===== config.mk =====
export PLATFORM = sky130hd
export DESIGN_NAME = afu_host_rx_split_flat
export DESIGN_NICKNAME = d
export VERILOG_FILES = /design/src/rtl/afu_host_rx_split_if.sv /design/src/rtl/afu_host_rx_split.sv /design/src/flat_wrapper.sv
export SDC_FILE = /design/constraint.sdc
export NUM_CORES = 2
export LEC_CHECK = 0
export CORE_AREA = 2 2 724 726
export DETAILED_ROUTE_END_ITERATION = 8
export DIE_AREA = 0 0 726 728
export GPL_ROUTABILITY_DRIVEN = 0
export GPL_TIMING_DRIVEN = 0
export SLEW_MARGIN = 20
export SYNTH_ARGS = -nofsm -noshare
export SYNTH_HDL_FRONTEND = slang
export SYNTH_SLANG_ARGS = --single-unit

===== constraint.sdc =====
create_clock -name clk -period 97.1 [get_ports clk]
set_input_delay 14.565 -clock clk [delete_from_list [all_inputs] [get_ports clk]]
set_output_delay 14.565 -clock clk [all_outputs]
set_load 0.02 [all_outputs]

===== src/rtl/afu_host_rx_split_if.sv =====
// rtl/afu_host_rx_split_if.sv - AXI-Stream-like beat bundle for the host RX splitter ports
interface afu_host_rx_split_if #(
  parameter int TDATA_W = 512,
  parameter int TUSER_W = 10
);
  logic                 tvalid;
  logic                 tready;
  logic [TDATA_W-1:0]   tdata;
  logic [TDATA_W/8-1:0] tkeep;
  logic                 tlast;
  logic [TUSER_W-1:0]   tuser_vendor;

  modport master (
    output tvalid, tdata, tkeep, tlast, tuser_vendor,
    input  tready
  );

  modport slave (
    input  tvalid, tdata, tkeep, tlast, tuser_vendor,
    output tready
  );
endinterface


===== src/rtl/afu_host_rx_split.sv =====
// rtl/afu_host_rx_split.sv - splits host RX into completion (cpl) and request (req) streams, packet-aware
// Optional per-output packet counters under `define RX_SPLIT_STATS_EN.
module afu_host_rx_split_skid #(
  parameter int W = 8
) (
  input  logic         clk,
  input  logic         rst,
  input  logic         wr_en,
  input  logic [W-1:0] wr_data,
  output logic         not_full,
  output logic         out_valid,
  input  logic         out_ready,
  output logic [W-1:0] out_data
);
  logic [W-1:0] slot0;
  logic [W-1:0] slot1;
  logic         wr_ptr;
  logic         rd_ptr;
  logic [1:0]   count;
  logic [1:0]   count_nxt;
  logic         rd_en;

  assign rd_en     = out_valid && out_ready;
  assign out_valid = (count != 2'd0);
  assign out_data  = rd_ptr ? slot1 : slot0;

  always_comb begin
    count_nxt = count;
    if (wr_en && !rd_en) begin
      count_nxt = count + 2'd1;
    end else if (!wr_en && rd_en) begin
      count_nxt = count - 2'd1;
    end
  end

  // not_full is registered from the next occupancy so upstream ready never sees out_ready combinationally
  always_ff @(posedge clk) begin
    if (rst) begin
      count    <= 2'd0;
      wr_ptr   <= 1'b0;
      rd_ptr   <= 1'b0;
      not_full <= 1'b1;
    end else begin
      count    <= count_nxt;
      not_full <= (count_nxt != 2'd2);
      if (wr_en) begin
        wr_ptr <= ~wr_ptr;
      end
      if (rd_en) begin
        rd_ptr <= ~rd_ptr;
      end
    end
  end

  always_ff @(posedge clk) begin
    if (wr_en && !wr_ptr) begin
      slot0 <= wr_data;
    end
    if (wr_en && wr_ptr) begin
      slot1 <= wr_data;
    end
  end
endmodule

module afu_host_rx_split #(
  parameter int TDATA_W = 512,
  parameter int TUSER_W = 10,
  parameter int CNT_W   = 32
) (
  input  logic               clk,
  input  logic               rst,
  afu_host_rx_split_if.slave  rx,
  afu_host_rx_split_if.master cpl,
  afu_host_rx_split_if.master req,
  output logic [CNT_W-1:0]   cpl_pkt_cnt,
  output logic [CNT_W-1:0]   req_pkt_cnt
);
  localparam int KEEP_W = TDATA_W / 8;
  localparam int BEAT_W = TUSER_W + 1 + KEEP_W + TDATA_W;

  logic              is_sop;
  logic              route_q;
  logic              is_cpl;
  logic              sel;
  logic              in_hs;
  logic              cpl_not_full;
  logic              req_not_full;
  logic [BEAT_W-1:0] rx_beat;
  logic [BEAT_W-1:0] cpl_beat;
  logic [BEAT_W-1:0] req_beat;

  // Cpl and CplD share type 01010 in both PU and DM header encodings; anything else goes to req
  always_comb begin
    is_cpl = 1'b0;
    if (rx.tdata[28:24] == 5'b01010) begin
      is_cpl = 1'b1;
    end
  end

  assign sel       = is_sop ? is_cpl : route_q;
  assign rx.tready = !rst && (sel ? cpl_not_full : req_not_full);
  assign in_hs     = rx.tvalid && rx.tready;
  assign rx_beat   = {rx.tuser_vendor, rx.tlast, rx.tkeep, rx.tdata};

  always_ff @(posedge clk) begin
    if (rst) begin
      is_sop  <= 1'b1;
      route_q <= 1'b1;
    end else if (in_hs) begin
      is_sop  <= rx.tlast;
      route_q <= sel;
    end
  end

  afu_host_rx_split_skid #(.W(BEAT_W)) u_cpl_skid (
    .clk       (clk),
    .rst       (rst),
    .wr_en     (in_hs && sel),
    .wr_data   (rx_beat),
    .not_full  (cpl_not_full),
    .out_valid (cpl.tvalid),
    .out_ready (cpl.tready),
    .out_data  (cpl_beat)
  );

  afu_host_rx_split_skid #(.W(BEAT_W)) u_req_skid (
    .clk       (clk),
    .rst       (rst),
    .wr_en     (in_hs && !sel),
    .wr_data   (rx_beat),
    .not_full  (req_not_full),
    .out_valid (req.tvalid),
    .out_ready (req.tready),
    .out_data  (req_beat)
  );

  assign {cpl.tuser_vendor, cpl.tlast, cpl.tkeep, cpl.tdata} = cpl_beat;
  assign {req.tuser_vendor, req.tlast, req.tkeep, req.tdata} = req_beat;

`ifdef RX_SPLIT_STATS_EN
  always_ff @(posedge clk) begin
    if (rst) begin
      cpl_pkt_cnt <= '0;
      req_pkt_cnt <= '0;
    end else begin
      if (cpl.tvalid && cpl.tready && cpl.tlast) begin
        cpl_pkt_cnt <= cpl_pkt_cnt + CNT_W'(1);
      end
      if (req.tvalid && req.tready && req.tlast) begin
        req_pkt_cnt <= req_pkt_cnt + CNT_W'(1);
      end
    end
  end
`else
  assign cpl_pkt_cnt = '0;
  assign req_pkt_cnt = '0;
`endif
endmodule


===== src/flat_wrapper.sv =====
// flat-port wrapper written by rule: the top's interface ports become plain ports
module afu_host_rx_split_flat 
#(
  parameter int TDATA_W = 512,
  parameter int TUSER_W = 10,
  parameter int CNT_W   = 32
)
  (clk, rst, cpl_pkt_cnt, req_pkt_cnt, rx_tvalid, rx_tdata, rx_tkeep, rx_tlast, rx_tuser_vendor, rx_tready, cpl_tvalid, cpl_tdata, cpl_tkeep, cpl_tlast, cpl_tuser_vendor, cpl_tready, req_tvalid, req_tdata, req_tkeep, req_tlast, req_tuser_vendor, req_tready);
  afu_host_rx_split_if #(.TDATA_W(TDATA_W), .TUSER_W(TUSER_W)) rx_i ();
  afu_host_rx_split_if #(.TDATA_W(TDATA_W), .TUSER_W(TUSER_W)) cpl_i ();
  afu_host_rx_split_if #(.TDATA_W(TDATA_W), .TUSER_W(TUSER_W)) req_i ();
  input  logic clk;
  input  logic rst;
  output logic [CNT_W-1:0] cpl_pkt_cnt;
  output logic [CNT_W-1:0] req_pkt_cnt;
  input wire logic [$bits(rx_i.tvalid)-1:0] rx_tvalid;
  input wire logic [$bits(rx_i.tdata)-1:0] rx_tdata;
  input wire logic [$bits(rx_i.tkeep)-1:0] rx_tkeep;
  input wire logic [$bits(rx_i.tlast)-1:0] rx_tlast;
  input wire logic [$bits(rx_i.tuser_vendor)-1:0] rx_tuser_vendor;
  output wire logic [$bits(rx_i.tready)-1:0] rx_tready;
  output wire logic [$bits(cpl_i.tvalid)-1:0] cpl_tvalid;
  output wire logic [$bits(cpl_i.tdata)-1:0] cpl_tdata;
  output wire logic [$bits(cpl_i.tkeep)-1:0] cpl_tkeep;
  output wire logic [$bits(cpl_i.tlast)-1:0] cpl_tlast;
  output wire logic [$bits(cpl_i.tuser_vendor)-1:0] cpl_tuser_vendor;
  input wire logic [$bits(cpl_i.tready)-1:0] cpl_tready;
  output wire logic [$bits(req_i.tvalid)-1:0] req_tvalid;
  output wire logic [$bits(req_i.tdata)-1:0] req_tdata;
  output wire logic [$bits(req_i.tkeep)-1:0] req_tkeep;
  output wire logic [$bits(req_i.tlast)-1:0] req_tlast;
  output wire logic [$bits(req_i.tuser_vendor)-1:0] req_tuser_vendor;
  input wire logic [$bits(req_i.tready)-1:0] req_tready;
  assign rx_i.tvalid = rx_tvalid;
  assign rx_i.tdata = rx_tdata;
  assign rx_i.tkeep = rx_tkeep;
  assign rx_i.tlast = rx_tlast;
  assign rx_i.tuser_vendor = rx_tuser_vendor;
  assign rx_tready = rx_i.tready;
  assign cpl_tvalid = cpl_i.tvalid;
  assign cpl_tdata = cpl_i.tdata;
  assign cpl_tkeep = cpl_i.tkeep;
  assign cpl_tlast = cpl_i.tlast;
  assign cpl_tuser_vendor = cpl_i.tuser_vendor;
  assign cpl_i.tready = cpl_tready;
  assign req_tvalid = req_i.tvalid;
  assign req_tdata = req_i.tdata;
  assign req_tkeep = req_i.tkeep;
  assign req_tlast = req_i.tlast;
  assign req_tuser_vendor = req_i.tuser_vendor;
  assign req_i.tready = req_tready;
  afu_host_rx_split #(.TDATA_W(TDATA_W), .TUSER_W(TUSER_W), .CNT_W(CNT_W)) u_core (.clk(clk), .rst(rst), .rx(rx_i), .cpl(cpl_i), .req(req_i), .cpl_pkt_cnt(cpl_pkt_cnt), .req_pkt_cnt(req_pkt_cnt));
endmodule

* Yosys cells after proc, flatten, opt, wreduce, memory -nomap -nowiden
Cells that the tools add are included. Widths: inputs -> output; s select.
Word-level totals: register bits 2360, output and inout bits 1241
Operators by class: add/subtract/negate cells 4, equal/unequal tests 3, muxes and demuxes 9, bitwise logic cells 4, reductions and logical operators 24
Operators by type and width (number):
- $mux 587 | 2
- $logic_and 1x1->1 | 14
- $logic_not 1->1 | 8
- $mux 2 | 4
- $eq 5x4->1 const B | 1
- $add 2x1->2 const B | 2
- $ne 2x2->1 const B | 2
- $not 1->1 | 4
- $reduce_bool 2->1 | 2
- $sub 2x1->2 const B | 2
- $mux 1 | 3

* Logic depth before layout (Yosys ltp)
word-level depth 12, gate-level depth with buffers 7

* Hierarchy
A second synthesis with hierarchy kept.
Unflattened totals: cell total of the unflattened synthesis 3800, area total of the unflattened synthesis 86151.4 sq um
Modules (own cells, without submodules):
- afu_host_rx_split_skid | instances 2, cells each 1857, area each 42733.5 sq um, seq. area each 35353.9 sq um
- afu_host_rx_split | instances 1, cells each 86, area each 684.4 sq um, seq. area each 40.0 sq um

* Worst setup path after synthesis
No wires, ideal clock.
path type input-to-reg, start point in rx_tdata[26], end point reg u_core.u_cpl_skid.slot0[0], enable pin, arrival time 39.725 ns, data required time 95.545 ns, slack 55.820 ns, stages 4, path through nand4bb_2 > o32ai_4 > nand3_1 > nor2_1
Between the ends: cells in the longest elaborated chain, start to end 8
Ends and longest elaborated chain:
- from (decl) | line flat_wrapper.sv:17 | input wire logic [$bits(rx_i.tdata)-1:0] rx_tdata;
- $eq 5x4->1 * | line afu_host_rx_split.sv:95 | if (rx.tdata[28:24] == 5'b01010) begin
- $mux 1 * | line afu_host_rx_split.sv:95
- $mux 1 * | line afu_host_rx_split.sv:100 | assign sel = is_sop ? is_cpl : route_q;
- $mux 1 | line afu_host_rx_split.sv:101 | assign rx.tready = !rst && (sel ? cpl_not_full : req_not_full);
- $logic_and 1x1->1 | line afu_host_rx_split.sv:101
- $logic_and 1x1->1 | line afu_host_rx_split.sv:102 | assign in_hs = rx.tvalid && rx.tready;
- $logic_and 1x1->1 * | line afu_host_rx_split.sv:118 | .wr_en (in_hs && sel),
- $logic_and 1x1->1 * | line afu_host_rx_split.sv:56 | if (wr_en && !wr_ptr) begin
- to (signal assigned) | line afu_host_rx_split.sv:57 | slot0 <= wr_data;
- to (decl) | line afu_host_rx_split.sv:15 | logic [W-1:0] slot0;
Mark *: on every way between the ends. The rest lies on a longest branch, timed or not. A chain may end at the register's enable or synchronous reset.

* Final worst setup path
start point in rx_tdata[26], end point out rx_tready
Between the ends: cells in the longest elaborated chain, start to end 5
Ends and longest elaborated chain:
- $eq 5x4->1 | line afu_host_rx_split.sv:95
- $mux 1 | line afu_host_rx_split.sv:95
- $mux 1 | line afu_host_rx_split.sv:100
- $mux 1 | line afu_host_rx_split.sv:101
- $logic_and 1x1->1 | line afu_host_rx_split.sv:101
- to (decl) | line flat_wrapper.sv:21 | output wire logic [$bits(rx_i.tready)-1:0] rx_tready;
No other way between the ends.

==> results.tsv <==
stage	metric	value	unit
global_route	grt.overflow.total	0	
worst_setup_path	crit_path_end_kind	output port	
worst_setup_path	cp_slowest_stage_delay	1080	ps
place	dp_hpwl	338000	microns
routing	ant_nets	0	
power	ir_drop	18.3	uV
timing	slew_viol_final	0	
synth	synthArstFlopShare	0	%
timing	fin_crit	31680	ps
timing	fin_tns_setup	0	ps
place	placed_area	115000	sq um
layout	multi_input_area	13900	sq um
synth	syn-cell-area	85500	sq um
floorplanning	fp.dieW	726	microns
layout	stdcell_area	124000	sq um
worst_setup_path	cp_cell_sequence	clkdlybuf4s50_1, nand4bb_2, o32ai_4, mux2i_1, nor2_1, clkdlybuf4s50_1	
power	p_comb_share	29.4	%
floorplanning	die_h	728	microns
synth	synth_enable_flop_cells	2348	
worst_setup_path	crit_type	in2out	
power	switchingPower	0.974	mW
cts	clock_latency	930	ps
layout	seq_area	70700	sq um
worst_setup_path	start_kind	primary input	
synth	ys_warn_count	0	
routing	drt_pass1_iterations	5	
routing	wl_per_cell	30.8	microns
synth	synth_top_flop_cell	edfxtp_1	
cts	htreeDepth	5	
worst_setup_path	cp_slowest_cell	clkdlybuf4s50_1	
synth	yosysTopAreaCellShare	82.4	%
global_route	grt_max_degree	46	
timing	clock_skew	60.4	ps
cts	cts_resized	0	
layout	area_growth	45.0	%
floorplanning	die_area	529000	sq um
floorplanning	initial_core_util	16.4	%
routing	drc	0	
cts	cts.path.max_buffers	4	
routing	viasPerCell	3.59	
place	portBuffers	1768	
worst_setup_path	cp_data_required_time	82530	ps
power	p_leak	39.3	nW
worst_setup_path	arrival	17120	ps
cts	cts_tree	done	
synth	avgSynthCellArea	22.5	sq um
global_route	grt_first_pass_wirelength	509000	microns
floorplanning	core-area	520000	sq um
timing	setup_viol	0	
synth	syn_inst	3801	
power	power_density	25.1	nW/um^2
routing	vias	47786	
power	switching_share	31.3	%
job	maxCapViolations	0	
timing	fmax	31.6	MHz
global_route	grt_pass1_vias	46295	
synth	yosys.cell_types.count	38	
status	outcome	completed	
cts	cts_setup_buffers	0	
power	p_clk_share	32.6	%
synth	ys_top_cells_by_area	edfxtp_1 (82%), mux2_2 (15%), buf_4 (0.57%)	
power	internal-power	2.14	mW
cts	clkSlewWorstSetupHoldPaths	50	ps
synth	yosysMostFrequentCell	edfxtp_1	
cts	cts_root_buffer	clkbuf_16	
layout	final_layout_size_suffix_gt1_share	29.8	%
worst_setup_path	cp_max_fo	8	
synth	ys_top_cells_by_count	edfxtp_1 (2348), mux2_2 (1174), buf_2 (80)	
timing	slew_headroom	23.9	%
timing	min_period_over_period	32.6	%
floorplanning	io_pins	1833	
worst_setup_path	path_common_cell	clkdlybuf4s50_1	
timing	hold_violations	0	
synth	synth-seq-cells	2360	
layout	finalNetCount	6619	
timing	rsz0062_at_grt	false	
hold_path	hold_class	reg2reg	
cts	clkSinkCount	2360	
synth	yosysTopAreaCell	edfxtp_1	
timing	tightest_slew	1140	ps
routing	wl	410000	microns
layout	fill_cells	53313	
cts	hold_buffers	0	
cts	cts_made_buffers	270	
routing	drt_iter0_markers	4615	
power	seqPwrFrac	38.0	%
synth	yosysSeqAreaShare	82.7	%
floorplanning	rows	265	
global_route	grt_usage	14.9	%
global_route	antenna_found_initial	323	
sequential cells by signal (all words and copies together) (netlist names):
register                    flops
u_core.u_cpl_skid.wr_ptr        1
u_core.u_req_skid.rd_ptr        1
u_core.u_req_skid.count         2
u_core.u_req_skid.slot1       587
u_core.u_cpl_skid.slot0       587
u_core.route_q                  1
u_core.u_cpl_skid.count         2
u_core.u_req_skid.wr_ptr        1
u_core.u_cpl_skid.rd_ptr        1
u_core.u_cpl_skid.slot1       587
u_core.u_req_skid.slot0       587
u_core.u_cpl_skid.not_full      1
u_core.is_sop                   1
u_core.u_req_skid.not_full      1
layer usage:
layer / vias to the layer above / GRT usage [%] / routed length [microns]
met5: - / 0.336 / 1350
met4: 172 / 6.47 / 21400
met3: 889 / 7.87 / 53000
met2: 2593 / 23.9 / 188000
met1: 24373 / 16.2 / 146000
li1: 19759 / - / -
cell families after synthesis:
logic type / Yosys count / share of synthesized area (%)
flip-flops: 2360 / 82.7
multiplexers: 1178 / 15.5
buffers and inverters: 208 / 1.32
AND/OR/NAND/NOR: 32 / 0.186
AO/OA/AOI/OAI: 13 / 0.133
XOR/XNOR: 7 / 0.0805
adder cells (fa/ha/maj): 2 / 0.0293
other: 1 / 0.00439
layout by cell type (no fill, tap or decap), types with 11 or more instances in the layout:
master / netlist / layout
conb_1: 1 / 64
bufinv_16: 0 / 21
buf_16: 0 / 47
clkdlybuf4s50_1: 0 / 1765
inv_6: 0 / 13
dfxtp_1: 12 / 12
clkinv_8: 0 / 11
nor2_1: 14 / 11
clkinvlp_4: 0 / 11
buf_4: 65 / 65
clkbuf_2: 0 / 13
buf_12: 0 / 74
edfxtp_1: 2348 / 2348
mux2_2: 1174 / 1174
diode_2: 0 / 136
clkbuf_16: 0 / 272
inv_1: 11 / 11
buf_2: 80 / 84
clkinv_1: 0 / 55
clkbuf_1: 44 / 72
clkinv_2: 0 / 44
per-stage QoR:
step	power [mW]	hold slack, ps	util (%)	worst slack [ps]	std cells
after floorplan	1.66	434	-	55820	3864
after global placement	2.21	472	21.6	32290	12574
after detailed placement	2.13	465	22.1	65370	12695
after CTS	3.16	479	23.8	65370	13182
after global routing	3.21	520	23.8	65270	13219
final	3.11	479	23.8	65420	13318
power groups by stage:
stage | clock network, mW | registers [mW] | logic [mW]
after floorplan | 0 | 1.25 | 0.413
after global placement | 0 | 1.30 | 0.907
after detailed placement | 0 | 1.20 | 0.929
after CTS | 1.04 | 1.18 | 0.935
after global routing | 1.07 | 1.18 | 0.948
final | 1.01 | 1.18 | 0.915
final cells by class:
cell class | count | share of cell area, %
Antenna cell | 136 | 0.274
Tap cell | 6942 | 7.01
Clock inverter | 173 | 1.41
Sequential cell | 2360 | 57.1
Inverter | 11 | 0.0333
Clock buffer | 314 | 5.62
Multi-Input combinational cell | 1296 | 11.2
Buffer | 197 | 0.897
Timing Repair Buffer | 1889 | 16.5
worst max-delay path, delay by kind of cell:
family,cells,cell delay (ps)
AO/OA/AOI/OAI,1,370
buffers and inverters,2,1560
multiplexers,1,130
AND/OR/NAND/NOR,2,450
final timing paths:
path | startpoint | endpoint | slack [ps] | cells after the start
worst max-delay path | rx_tdata[26] | rx_tready | 65420 | 6
worst min-delay path | u_core.route_q$_SDFFE_PP1N_ | u_core.route_q$_SDFFE_PP1N_ | 480 | 2
worst max register to register | u_core.is_sop$_SDFFE_PP1N_ | u_core.u_cpl_skid.slot1[297]$_DFFE_PP_ | 92890 | 11
worst min register to register | u_core.route_q$_SDFFE_PP1N_ | u_core.route_q$_SDFFE_PP1N_ | 480 | 2
No activity file was read; power rests on OpenSTA's default activity.
